`src/rtl/whetstone_arbiter.sv`:
```
// Round-robin arbiter for a shared whetstone: grants one knight for a fixed
// number of cycles, pulses completion, and counts finished sharpenings.
module whetstone_arbiter #(
  parameter int unsigned N_KNIGHTS      = 4,
  parameter int unsigned SHARPEN_CYCLES = 3
) (
  input  logic                 clock,
  input  logic                 reset,
  input  logic [N_KNIGHTS-1:0] req,
  input  logic                 dragon,
  output logic [N_KNIGHTS-1:0] grant,
  output logic [N_KNIGHTS-1:0] sharpened,
  output logic                 busy,
  output logic [7:0]           sharpen_count
);

  localparam int unsigned PTR_W = (N_KNIGHTS > 1) ? $clog2(N_KNIGHTS) : 1;

  typedef enum logic [1:0] {
    IDLE    = 2'd0,
    SHARPEN = 2'd1,
    DONE    = 2'd2
  } state_e;

  state_e               state_q;
  logic [PTR_W-1:0]     rr_ptr_q;
  logic [PTR_W-1:0]     owner_q;
  logic [7:0]           cnt_q;
  logic [N_KNIGHTS-1:0] grant_q;
  logic [N_KNIGHTS-1:0] sharpened_q;
  logic                 busy_q;
  logic [7:0]           count_q;

  logic [PTR_W-1:0]     owner_d;
  logic                 found_d;
  logic [PTR_W-1:0]     owner_next_ptr;
  logic [PTR_W-1:0]     idx;
  int unsigned          sum;

  // First requester at or above rr_ptr, wrapping modulo N_KNIGHTS.
  always_comb begin
    owner_d = '0;
    found_d = 1'b0;
    idx     = '0;
    sum     = 0;
    for (int unsigned k = 0; k < N_KNIGHTS; k++) begin
      sum = (32'(rr_ptr_q) + k) % N_KNIGHTS;
      idx = PTR_W'(sum);
      if (!found_d && req[idx]) begin
        found_d = 1'b1;
        owner_d = idx;
      end
    end
  end

  assign owner_next_ptr = (owner_q == PTR_W'(N_KNIGHTS - 1)) ? '0 : owner_q + PTR_W'(1);

  always_ff @(posedge clock or posedge reset) begin
    if (reset) begin
      state_q     <= IDLE;
      rr_ptr_q    <= '0;
      owner_q     <= '0;
      cnt_q       <= '0;
      grant_q     <= '0;
      sharpened_q <= '0;
      busy_q      <= 1'b0;
      count_q     <= '0;
    end else begin
      sharpened_q <= '0;
      case (state_q)
        IDLE: begin
          grant_q <= '0;
          busy_q  <= 1'b0;
          if (found_d && !dragon) begin
            owner_q <= owner_d;
            grant_q <= N_KNIGHTS'(1) << owner_d;
            cnt_q   <= 8'(SHARPEN_CYCLES - 1);
            busy_q  <= 1'b1;
            state_q <= SHARPEN;
          end
        end
        SHARPEN: begin
          // Owner letting go of req abandons without credit.
          if (!req[owner_q]) begin
            grant_q  <= '0;
            busy_q   <= 1'b0;
            rr_ptr_q <= owner_next_ptr;
            state_q  <= IDLE;
          end else if (cnt_q != 8'd0) begin
            cnt_q <= cnt_q - 8'd1;
          end else begin
            grant_q     <= '0;
            sharpened_q <= N_KNIGHTS'(1) << owner_q;
            count_q     <= count_q + 8'd1;
            rr_ptr_q    <= owner_next_ptr;
            state_q     <= DONE;
          end
        end
        DONE: begin
          grant_q <= '0;
          busy_q  <= 1'b0;
          state_q <= IDLE;
        end
        default: begin
          grant_q <= '0;
          busy_q  <= 1'b0;
          state_q <= IDLE;
        end
      endcase
    end
  end

  assign grant         = grant_q;
  assign sharpened     = sharpened_q;
  assign busy          = busy_q;
  assign sharpen_count = count_q;

endmodule
```
`config.mk`:
```
export PLATFORM = sky130hd
export DESIGN_NAME = whetstone_arbiter
export DESIGN_NICKNAME = d
export VERILOG_FILES = /design/src/rtl/whetstone_arbiter.sv
export SDC_FILE = /design/constraint.sdc
export NUM_CORES = 1
export LEC_CHECK = 0
export BUFFER_PORTS_ARGS = -buffer_cell sky130_fd_sc_hd__clkbuf_2
export CAP_MARGIN = 20
export CORE_MARGIN = 3
export CORE_UTILIZATION = 55
export CTS_CLUSTER_DIAMETER = 50
export CTS_CLUSTER_SIZE = 10
export DETAILED_ROUTE_END_ITERATION = 12
export PLACE_DENSITY = 0.77
export SETUP_SLACK_MARGIN = 0.3
export SLEW_MARGIN = 10
export SYNTH_ARGS = -nofsm -noshare
export SYNTH_HDL_FRONTEND = slang
export SYNTH_SLANG_ARGS = --single-unit
```
`constraint.sdc`:
```
create_clock -name clock -period 3.3 [get_ports clock]
set_input_delay 0.66 -clock clock [delete_from_list [all_inputs] [get_ports clock]]
set_output_delay 0.66 -clock clock [all_outputs]
set_load 0.005 [all_outputs]
```
==> flow_summary_export.csv <==
group,metric,value,unit
synth,synth-compound-area-share,11.6,%
routing,detail_route.wl_per_cell,14.8,um
sta,period_minus_slack,2.06,ns
cells_and_area,num_antenna_cells,0,
global_routing,grt_usage,21.2,%
clocking,clock-sinks,31,
clocking,tritoncts.num_buffers,5,
global_routing,grt_start_max_net_pins,17,
place,hpwlAfterDp,2220,um
routing,drt.antenna.violating_nets,0,
synth,async_set_or_reset_register_ratio_after_synthesis,100,%
synth,synth_enable_flop_cells,0,
synth,syn-num-nets,161,
routing,drt_iter0_markers,54,
synth,yosys_warnings,0,
synth,combinational_family_with_the_most_area_after_synthesis,"simple AND/OR/NAND/NOR gates",
global_routing,first_pass_grt_wire_length,5460,um
clocking,worstSkewPairLatency,0.34,ns
pwr,internal_power,0.873,mW
flow_run,max_capacitance_violation_total,0,
floorplanning,io_pins,24,
clocking,post_cts_resize_count,0,
place,port-buffer-count,23,
routing,vias_per_cell,5.87,
worst_setup_path,worstPathArrival,2.29,ns
routing,vias,1197,
floorplanning,cell_rows,18,
place,place.gp.congestion,0.802,
pwr,worst_ir_drop_vdd,0.000566,V
routing,post-route-drc-count,0,
pwr,power.net_switching,0.541,mW
sta,drv_slew,0,
place,place_area,0.00174,mm^2
synth,ys_types,42,
worst_setup_path,timing.critical_path.required,3.53,ns
synth,syn_area_per_cell,10.8,um^2
synth,synth_ff_type,"sky130_fd_sc_hd__dfrtp_1",
sta,setup_total_negative_slack,0,ns
clocking,htree_levels,2,
pwr,power.share.combinational,36.0,%
synth,post_synth_xor_area_fraction,4.34,%
pwr,p_per_area,775,mW/mm^2
worst_setup_path,path_cells,"nor4_2 > nand2_1 > or4_4 > xnor2_2",
synth,muxShareOfSynthArea,6.00,%
worst_setup_path,critical_path_class,"reg -> reg",
worst_setup_path,rr_startpoint,"cnt_q[2]",
pwr,seq_power_share,42.2,%
routing,drt_first_pass_iters,4,
outcome,status,"complete, no violations",
synth,post_synthesis_cell_area,0.00159,mm^2
worst_setup_path,critPathSlowestCell,"sky130_fd_sc_hd__or4_4",
worst_setup_path,critical_path.startpoint_type,"flip-flop",
sta,rsz_0062_raised_after_global_routing,"false",
min_path,kind_of_path_behind_the_tightest_hold_check,"in -> async",
worst_setup_path,crit_path_max_incr_delay,0.61,ns
sta,finClkSkew,0.0112,ns
cells_and_area,final_nets,187,
clocking,cts_root_buf,"sky130_fd_sc_hd__clkbuf_4",
sta,final_setup_violating_endpoints,0,
global_routing,antenna_found_initial,0,
sta,period_share,62.3,%
pwr,power_switching_share,38.2,%
cells_and_area,layout_cells_sized_above_1,24.7,%
clocking,cts.clk_slew.worst_paths,0.10,ns
worst_setup_path,worstPathMaxFanout,11,
sta,worst_slew_pin_slew,0.934,ns
synth,seq_area_frac_synth,48.9,%
clocking,post-cts-setup-buffer-count,0,
worst_setup_path,r2r_cells,4,
floorplanning,core_region_area,0.00261,mm^2
synth,number_of_standard_cells_after_synthesis,147,
floorplanning,die_span_y,59.7,um
cells_and_area,fin_area,0.00182,mm^2
sta,maxClockFrequency,486,MHz
cells_and_area,area_growth,15.0,%
pwr,power_leakage,0.871,nW
sta,finalHoldViolations,0,
floorplanning,initial_core_util,60.7,%
floorplanning,fp.dieW,59.7,um
worst_setup_path,worstSetupStartpoint,"cnt_q[2]",
clocking,cts_hold_buffers,0,
clocking,tritoncts_clock_tree,"yes",
worst_setup_path,end_kind,"flip-flop",
floorplanning,die_area,0.00356,mm^2
global_routing,overflow,0,
sta,worst_slew_margin_rel,37.1,%
synth,yosys.area_share.simple,19.9,%
routing,postRouteWirelength,3010,um
pwr,pwr-share-clk,21.9,%
worst_setup_path,crit_path_end,"sharpen_count[6]",
clocking,clk_path_buf_depth,2,
synth,fraction_of_the_mapped_netlist_area_in_adder_cells,5.52,%
worst_setup_path,r2r_end,"sharpen_count[6]",
synth,ys_seq_elements,31,
worst_setup_path,regToRegSetupSlack,1.24,ns
global_routing,first_global_vias,1171,
[per-layer routing]
metal	wire [um]	vias up	global-route usage [%]	share of wire, %
li1	-	591	-	-
met1	1400	571	28.0	46
met2	1420	29	31.9	47
met3	144	6	6.48	4.8
met4	48	0	9.49	1.6
met5	0	-	0	0
[logic make-up (layout without fill, tap and decap cells)]
family / count (synthesis) / count (layout)
compound gates: 27 / 27
xor+xnor: 7 / 7
fa+ha+maj: 7 / 7
buf+inv: 13 / 40
flops: 31 / 31
mux: 9 / 9
simple gates: 53 / 53
[power groups by stage]
stage | Sequential (mW) | Combinational, mW | Clock [mW]
after global routing | 0.618 | 0.590 | 0.337
after detailed placement | 0.601 | 0.509 | 0
after global placement | 0.594 | 0.486 | 0
after floorplan | 0.580 | 0.392 | 0
final | 0.596 | 0.508 | 0.309
after CTS | 0.596 | 0.512 | 0.317
[cell usage after synthesis (2+ instances only)]
cell	count	area share (%)
sky130_fd_sc_hd__nand2_1	12	2.8
sky130_fd_sc_hd__nand4_1	2	0.79
sky130_fd_sc_hd__nand3_1	6	1.9
sky130_fd_sc_hd__o22ai_1	2	0.79
sky130_fd_sc_hd__or4_1	3	1.4
sky130_fd_sc_hd__mux2_2	4	2.8
sky130_fd_sc_hd__inv_1	8	1.9
sky130_fd_sc_hd__o21a_1	2	0.95
sky130_fd_sc_hd__a21oi_1	3	0.95
sky130_fd_sc_hd__nor4_1	3	1.2
sky130_fd_sc_hd__dfrtp_1	31	49
sky130_fd_sc_hd__nor4_2	3	2.4
sky130_fd_sc_hd__nor3_1	4	1.3
sky130_fd_sc_hd__o2bb2ai_1	2	1.1
sky130_fd_sc_hd__buf_2	2	0.63
sky130_fd_sc_hd__o21ai_0	8	2.5
sky130_fd_sc_hd__nor2b_1	2	0.79
sky130_fd_sc_hd__xor2_1	5	2.8
sky130_fd_sc_hd__clkbuf_1	2	0.47
sky130_fd_sc_hd__and3_1	4	1.6
sky130_fd_sc_hd__ha_1	7	5.5
sky130_fd_sc_hd__a22o_1	2	1.1
sky130_fd_sc_hd__nor2_1	7	1.7
sky130_fd_sc_hd__mux2i_1	5	3.2
[final cells by class]
class | instances | area, um^2
fillers | 210 | 790
flip-flops and latches | 31 | 776
multi-input cells | 103 | 751
repair buffers | 24 | 143
clock buffers | 6 | 51.3
well taps | 30 | 37.5
clock inverters | 2 | 35.0
inverters | 8 | 30.0
[metrics by stage]
step	std cells	utilization, %	hold slack (ns)	power (mW)	setup slack [ns]
2_1_floorplan	147	-	0.465	0.972	1.48
3_3_place_gp	195	65.4	0.455	1.08	1.13
3_5_place_dp	196	66.5	0.475	1.11	1.09
4_1_cts	204	69.8	0.386	1.43	1.23
5_1_grt	204	69.8	0.411	1.55	1.08
6_report	204	69.8	0.373	1.41	1.24
[cells in the final DEF (no fill, tap or decap), types with 2 or more instances in the layout]
cell type                   count
sky130_fd_sc_hd__clkbuf_4       5
sky130_fd_sc_hd__and3_1         4
sky130_fd_sc_hd__nand4_1        2
sky130_fd_sc_hd__nor3_1         4
sky130_fd_sc_hd__mux2i_1        5
sky130_fd_sc_hd__o2bb2ai_1      2
sky130_fd_sc_hd__nor2_1         7
sky130_fd_sc_hd__clkbuf_2      23
sky130_fd_sc_hd__o21ai_0        8
sky130_fd_sc_hd__a21oi_1        3
sky130_fd_sc_hd__o22ai_1        2
sky130_fd_sc_hd__o21a_1         2
sky130_fd_sc_hd__or4_1          3
sky130_fd_sc_hd__nor2b_1        2
sky130_fd_sc_hd__nand2_1       12
sky130_fd_sc_hd__inv_1          8
sky130_fd_sc_hd__nor4_1         3
sky130_fd_sc_hd__nand3_1        6
sky130_fd_sc_hd__ha_1           7
sky130_fd_sc_hd__a22o_1         2
sky130_fd_sc_hd__xor2_1         5
sky130_fd_sc_hd__nor4_2         3
sky130_fd_sc_hd__mux2_2         4
sky130_fd_sc_hd__dfrtp_1       31
[flip-flops by register name (all words and copies together), names as in the netlist]
| signal | cells |
|---|---|
| sharpen_count | 8 |
| owner_q | 2 |
| sharpened | 4 |
| state_q | 2 |
| grant | 4 |
| busy | 1 |
| rr_ptr_q | 2 |
| cnt_q | 8 |
[worst min path at each step]
| stage | startpoint | end |
|---|---|---|
| after CTS | reset | sharpen_count[1] |
| after global routing | reset | rr_ptr_q[0] |
| final | reset | sharpen_count[1] |
| after detailed placement | grant[1] | grant[1] |
| after floorplan | sharpen_count[7] | sharpen_count[7] |
| after global placement | sharpen_count[7] | sharpen_count[7] |
[worst max-delay path: cells and delay by family (launching register included)]
kind,cells,cell delay (ns)
and+or+nand+nor,3,1.37
DFF,1,0.45
xor gates and xnor gates,1,0.14
No activity file was read; power rests on OpenSTA's default activity.
